[src/rtl/amp_pwr_seq.sv]
// amp_pwr_seq: N-channel class-D amplifier power sequencer with fault debounce, retry and lockout
module amp_pwr_seq #(
    parameter int NUM_AMP     = 2,
    parameter int STARTUP_CYC = 250000,
    parameter int DEB_CYC     = 16,
    parameter int RETRY_CYC   = 5000000,
    parameter int MAX_RETRY   = 3,
    parameter int GANG        = 1,
    localparam int RW         = $clog2(MAX_RETRY + 1)
) (
    input  logic               clk,
    input  logic               rst_n,
    input  logic [NUM_AMP-1:0] flt_n,
    input  logic               q_full,
    input  logic               clr_flt,
    output logic [NUM_AMP-1:0] sht_dwn,
    output logic [NUM_AMP-1:0] fault_latched,
    output logic [RW-1:0]      retry_cnt,
    output logic [1:0]         state
);
    typedef enum logic [1:0] {START, RUN, FAULT_HOLD, LOCKOUT} st_t;
    localparam int TMAX = (STARTUP_CYC > RETRY_CYC) ? STARTUP_CYC : RETRY_CYC;
    localparam int TW   = $clog2(TMAX + 1);
    localparam logic [TW-1:0] T_START = TW'(STARTUP_CYC - 1);
    localparam logic [TW-1:0] T_RUN   = TW'(RETRY_CYC);
    localparam logic [TW-1:0] T_HOLD  = TW'(RETRY_CYC - 1);
    localparam logic [7:0]    DEB     = 8'(DEB_CYC);
    localparam logic [RW-1:0] RMAX    = RW'(MAX_RETRY);

    logic [NUM_AMP-1:0] s1, s2, flt_det, fl_d, sht_d;
    logic [TW-1:0]      tmr, tmr_d;
    logic [RW-1:0]      rty_d;
    logic               any_det, fault_go;
    st_t                st_q, st_d;

    always_ff @(posedge clk or negedge rst_n)
        if (!rst_n) begin
            s1 <= '1;
            s2 <= '1;
        end else begin
            s1 <= flt_n;
            s2 <= s1;
        end

    for (genvar i = 0; i < NUM_AMP; i++) begin : g_deb
        logic [7:0] cnt;
        always_ff @(posedge clk or negedge rst_n)
            if (!rst_n) cnt <= '0;
            else cnt <= s2[i] ? 8'd0 : (cnt == DEB) ? cnt : cnt + 8'd1;
        assign flt_det[i] = cnt == DEB;
    end

    assign any_det = |flt_det;

    // one shared timer: START settle, RUN clean-run, FAULT_HOLD hold-off
    always_comb begin
        st_d     = st_q;
        tmr_d    = tmr;
        rty_d    = retry_cnt;
        fault_go = 1'b0;
        fl_d     = (clr_flt ? '0 : fault_latched) | flt_det;
        case (st_q)
            START: begin
                tmr_d = (tmr == T_START) ? tmr : tmr + 1'b1;
                if (tmr == T_START && q_full) begin
                    fault_go = any_det;
                    if (!any_det) begin
                        st_d  = RUN;
                        tmr_d = '0;
                    end
                end
            end
            RUN: begin
                tmr_d    = (tmr == T_RUN) ? tmr : tmr + 1'b1;
                rty_d    = (tmr == T_RUN) ? '0 : retry_cnt;
                fault_go = any_det;
            end
            FAULT_HOLD: begin
                tmr_d = any_det ? '0 : tmr + 1'b1;
                if (!any_det && tmr == T_HOLD) begin
                    st_d  = START;
                    tmr_d = '0;
                end
            end
            LOCKOUT:
                if (clr_flt) begin
                    st_d  = START;
                    tmr_d = '0;
                    rty_d = '0;
                end
        endcase
        if (fault_go) begin
            st_d  = (retry_cnt == RMAX) ? LOCKOUT : FAULT_HOLD;
            rty_d = (retry_cnt == RMAX) ? retry_cnt : retry_cnt + 1'b1;
            tmr_d = '0;
        end
        sht_d = (st_d == RUN) ? '0 : (st_d == FAULT_HOLD && GANG == 0) ? fl_d : '1;
    end

    always_ff @(posedge clk or negedge rst_n)
        if (!rst_n) begin
            st_q          <= START;
            tmr           <= '0;
            retry_cnt     <= '0;
            fault_latched <= '0;
            sht_dwn       <= '1;
        end else begin
            st_q          <= st_d;
            tmr           <= tmr_d;
            retry_cnt     <= rty_d;
            fault_latched <= fl_d;
            sht_dwn       <= sht_d;
        end

    assign state = st_q;
endmodule

[config.mk]
export PLATFORM = sky130hd
export DESIGN_NAME = amp_pwr_seq
export DESIGN_NICKNAME = d
export VERILOG_FILES = /design/src/rtl/amp_pwr_seq.sv
export SDC_FILE = /design/constraint.sdc
export NUM_CORES = 1
export LEC_CHECK = 0
export CORE_ASPECT_RATIO = 0.8
export CORE_UTILIZATION = 30
export DETAILED_ROUTE_END_ITERATION = 10
export HOLD_SLACK_MARGIN = 0.08
export PLACE_DENSITY = 0.5
export SYNTH_ARGS = -nofsm -noshare
export SYNTH_HDL_FRONTEND = slang
export SYNTH_SLANG_ARGS = --single-unit
[constraint.sdc]
create_clock -name clk -period 2.59 [get_ports clk]
set_input_delay 0.777 -clock clk [delete_from_list [all_inputs] [get_ports clk]]
set_output_delay 0.777 -clock clk [all_outputs]
set_load 0.01 [all_outputs]
# After elaboration in Yosys (flattened, before gate mapping)
# Index checks and enable logic that the tools add are counted.
# classes
n_addsub	4
eq_ne	16
muxes	29
bitwise_logic	1
reduce_logical	8
# op_table
op	n
2-to-1 mux 23 bit	8
one-hot mux 23 bit (4 select lines)	1
== test 23 bit, second input constant	2
2-to-1 mux 8 bit	4
adder 23 x 1 -> 23 bit, second input constant	1
== test 23 x 18 -> 1 bit, second input constant	1
2-to-1 mux 2 bit	11
adder 8 x 1 -> 8 bit, second input constant	2
== test 8 x 5 -> 1 bit, second input constant	2
inequality test 3 bit, second input constant	3
== test 2 bit, second input constant	3
inequality test 2 bit, second input constant	3
one-hot mux 2 bit (3 select lines)	1
== test 2 x 1 -> 1 bit, second input constant	2
one-hot mux 2 bit (2 select lines)	1
AND reduction 4 bit	1
nonzero test 3 bit	1
adder 2 x 1 -> 2 bit, second input constant	1
logical AND 1 bit	2
logical NOT 2 bit	1
2-to-1 mux 1 bit	2
bitwise OR 2 bit	1
one-hot mux 1 bit (2 select lines)	1
AND reduction 2 bit	1
2 further kinds	2
# totals
reg_bits	51
out_inout_bits	8
elab_cells	67

# Longest topological paths before layout
# Gate-level depths: netlist (run 1).
# logic_depth
depth_word	9
ltp_mapped	10
mapped_depth_nobuf	9

# Worst setup path after synthesis (run 1)
# No wires, ideal clock.
# synth_path
path_kind	reg-to-reg
startpoint	register tmr[0]
endpoint	register tmr[22]
setup_time_ps	121
arrival_time_ps	2305
required_ps	2469
setup_slack_ps	164
stages_incl_launch_ff	11
path_buffers	1
period_less_slack_ps	2426
cell_sequence	dfrtp_1 inv_1 ha_1 or4bb_1 or4_4 nor2_2 nand2_1 a41o_1 buf_6 a21o_1 a22o_1
# synth_between
elab_chain_len	6
word_cells_on_any_way	19
classes_between	1 x add/sub; 5 x eq/ne; 10 x mux; 3 x reduce/logical
# synth_lines
element	line	text
start: declaration	31	logic [TW-1:0] tmr, tmr_d;
start signal: assignment	109	tmr <= tmr_d;
adder 23 x 1 -> 23 bit or == test 23 x 18 -> 1 bit (tied branches)	--	
2-to-1 mux 23 bit or logical AND 1 bit (tied branches)	64, 65	
2-to-1 mux 23 bit or 2-to-1 mux 1 bit (tied branches)	67, 65	
2-to-1 mux 23 bit or one-hot mux 1 bit (2 select lines) (tied branches)	65, 62	
one-hot mux 23 bit (4 select lines) or inequality test 3 bit (tied branches)	--	
2-to-1 mux 23 bit or AND reduction 2 bit (tied branches)	--	
# Parallel ways exist; a longest one is shown, timed or not. The select of a mux whose other input is x is not followed.
# A chain may end at the register's enable or synchronous reset.

# Worst setup path after layout (run 1)
# layout_path
startpoint	register tmr[12]
endpoint	register tmr[22]
# The elaborated chain is that of the path after synthesis.

==> results_dict.tcl, run 1 <==
set metrics [dict create \
    run_status "finished, final reports clean" \
    avgRoutedWirePerCell_um 15.7 \
    postSynthNetCount 316 \
    slew_headroom 0.630 \
    syn_area_per_cell_um2 9.18 \
    setup_viol 0 \
    r2r_setup_slack_ps 140 \
    detail_route.drc_violations 0 \
    worst_r2r_path_depth 8 \
    totalWireLength_um 7330 \
    ys.flop_type "sky130_fd_sc_hd__dfrtp_1" \
    setup_slack_ps 136 \
    grt_first_pass_wirelength_um 12100 \
    synth_top_area_frac 0.405 \
    layout-drive-gt1-share 0.187 \
    vias_in_the_first_global_route 2245 \
    count_of_flip_flops_with_a_built_in_enable_after_synthesis 0 \
    clock_tree_from_tritoncts "built" \
    fin_tns_setup_ps 0 \
    crit-reg2reg-launch "tmr[12]" \
    post_cts_hold_buffer_count 0 \
    die_area_um2 9670 \
    yosys-top-cells-area "sky130_fd_sc_hd__dfrtp_1 (40%), sky130_fd_sc_hd__nor2_1 (4.9%), sky130_fd_sc_hd__dfstp_2 (4.7%)" \
    finClkSkew_ps 6.36 \
    pin_count_of_the_biggest_net_entering_global_routing 29 \
    rr_endpoint "tmr[22]" \
    worstSkewPairLatency_ps 280 \
    n_antenna_cell 0 \
    placeableCoreArea_um2 9040 \
    placed_cells_incl_taps 459 \
    row_count 31 \
    num-nets-final 365 \
    synth_top_cell_by_area "sky130_fd_sc_hd__dfrtp_1" \
    arrival_ps 2620 \
    drt-pass1-iter-count 4 \
    timing.critical_path.from_type "register" \
    timing.hold.worst.start "s1[0]" \
    gp_congestion 0.851 \
    cts_htree_levels 2 \
    netlist_area_um2 2780 \
    min-delay-path-class "reg2reg" \
    fmaxAchievable_ghz 0.408 \
    synth-seq-area-share 0.452 \
    period_minus_slack_ps 2450 \
    static-leakage-power_nw 1.47 \
    number_of_top_level_pins 14 \
    report.final.hold_viol_count 0 \
    layout.cells.most_common_list "sky130_fd_sc_hd__dfrtp_1 (45), sky130_fd_sc_hd__nor2_1 (36), sky130_fd_sc_hd__buf_4 (36), sky130_fd_sc_hd__nand2_1 (28), sky130_fd_sc_hd__nand3_1 (25)" \
    holdPathStages 0 \
    finalCritPeriodShare 0.947 \
    finalPower_mw 1.52 \
    min_delay_worst_endpoint "s2[0]" \
    cts_buffers 5 \
    synth_warnings 0 \
    synth_seq_cells 50 \
    final-max-slew-violation-count 0 \
    remaining_global_route_overflow 0 \
    hold_slack_ps 356 \
    criticalPathCategory "reg2reg" \
    drv.max_cap_violation_count 0 \
    timing.critical_path.fanout_max 9 \
    vias_per_cell 5.22 \
    cts_root_buffer_type "sky130_fd_sc_hd__clkbuf_16" \
    grt_util_all_layers 0.164 \
    synth_cell_type_count 55 \
    die_height_um 88.1 \
    drtAntennaViolNets 0 \
    layout_commonest_cell "sky130_fd_sc_hd__dfrtp_1" \
    power_density_nw_per_um2 436 \
    synth_cells 303 \
    preCtsSetupSlack_ps -105 \
    slew_at_the_pin_with_the_worst_max_slew_slack_ps 555 \
    data_required_time_of_the_critical_path_ps 2760 \
    cp-end-kind "register" \
    sinks_on_the_clock_net 50 \
    async_reset_ff_frac 1.00 \
    rsz0062_at_grt "no" \
    power.ir.vdd_worst_uv 299 \
    instances_no_fill 468 \
    io_buffers 13 \
    initial_antenna_violation_count 0 \
    die_width_um 110 \
    initial_util 0.308 \
    detailedRoute.firstIterationViolations 126 \
    cts_buffer_depth 2 \
    clk_transition_reported_paths_ps 70 \
    hpwl_um 5500 \
    synth_to_layout_area_growth_pct 25.0 \
    via_count 2442 \
]
worst max-delay path, cell delays in order (launching register included):
cell	delay, ps
sky130_fd_sc_hd__dfrtp_1	390
sky130_fd_sc_hd__or3_1	390
sky130_fd_sc_hd__or4_4	460
sky130_fd_sc_hd__nor3_2	230
sky130_fd_sc_hd__buf_4	150
sky130_fd_sc_hd__o2bb2ai_1	100
sky130_fd_sc_hd__a41o_4	300
sky130_fd_sc_hd__a21o_1	160
sky130_fd_sc_hd__a22o_1	170
state kept, by name, summed over array words and instances (netlist names):
name	cells
s2	2
sht_dwn	1
g_deb.cnt	16
tmr	23
s1	2
retry_cnt	2
state	2
fault_latched	2
cell usage after synthesis (3+ instances only):
library cell,instances
sky130_fd_sc_hd__a21oi_1,9
sky130_fd_sc_hd__dfstp_2,5
sky130_fd_sc_hd__nand3_1,25
sky130_fd_sc_hd__xnor2_1,4
sky130_fd_sc_hd__o21ai_0,17
sky130_fd_sc_hd__nand2_1,28
sky130_fd_sc_hd__or4_1,3
sky130_fd_sc_hd__xor2_1,8
sky130_fd_sc_hd__a21o_1,3
sky130_fd_sc_hd__nor4_1,3
sky130_fd_sc_hd__inv_1,13
sky130_fd_sc_hd__nor2_1,36
sky130_fd_sc_hd__nor3_1,10
sky130_fd_sc_hd__and3_1,15
sky130_fd_sc_hd__or3_1,3
sky130_fd_sc_hd__nor4b_1,3
sky130_fd_sc_hd__a221o_1,6
sky130_fd_sc_hd__ha_1,7
sky130_fd_sc_hd__nand4_1,4
sky130_fd_sc_hd__dfrtp_1,45
sky130_fd_sc_hd__a31oi_1,3
sky130_fd_sc_hd__a22o_1,4
metrics by stage:
step,area (um^2),utilization
detailed placement,3280,0.363
finish,3480,0.385
global placement,3280,0.363
floorplan,2780,-
global route,3480,0.385
CTS,3450,0.382
timing repair:
action,CTS,global route
hold endpoints to repair,0,0
setup buffers,1,0
gates resized for setup,2,8
endpoints found under the setup margin,5,15
pin swaps,1,2
cells by family (layout without fill, tap and decap cells):
kind of cell    after synthesis  count (layout)  synth area share
flops                        50              50             0.452
simple gates                148             148             0.276
compound gates               63              63             0.159
mux                           2               2           0.00809
buf+inv                      21              71            0.0364
fa+ha+maj                     7               7            0.0315
xor+xnor                     12              12            0.0378
worst max path at each step:
stage                     startpoint       to  depth (start not counted)
after global placement        tmr[1]  tmr[22]                          9
after global routing          tmr[0]   tmr[9]                         11
after detailed placement      tmr[1]  tmr[22]                          9
final                        tmr[12]  tmr[22]                          8
after CTS                     tmr[0]  tmr[22]                          9
after floorplan               tmr[0]  tmr[22]                         10
area by class of cell:
cell class	instances	area [um^2]
Multi-Input combinational cell	232	1460
Sequential cell	50	1260
Timing Repair Buffer	50	415
Fill cell	932	5560
Clock buffer	7	143
Tap cell	115	144
Clock inverter	1	5.00
Inverter	13	48.8
per-layer routing:
layer / global-route usage / vias to the layer above / wire length [um]
li1: - / 1201 / -
met2: 0.228 / 25 / 3010
met3: 0.0238 / 4 / 213
met5: 0 / - / 0
met4: 0.0436 / 0 / 68
met1: 0.259 / 1212 / 4040
where the power goes:
group / switching (mW) / total, mW / internal, mW
Sequential: 0.0111 / 0.805 / 0.794
Clock: 0.274 / 0.658 / 0.383
Combinational: 0.0300 / 0.0522 / 0.0222
Total: 0.315 / 1.52 / 1.20
(Power assumes the default switching activity.)
==> run 2: changes to the inputs <==
- ABC_CLOCK_PERIOD_IN_PS: not set -> 2590
==> results of run 2 <==
The final DEF is identical to that of run 1; final timing and power are the same.
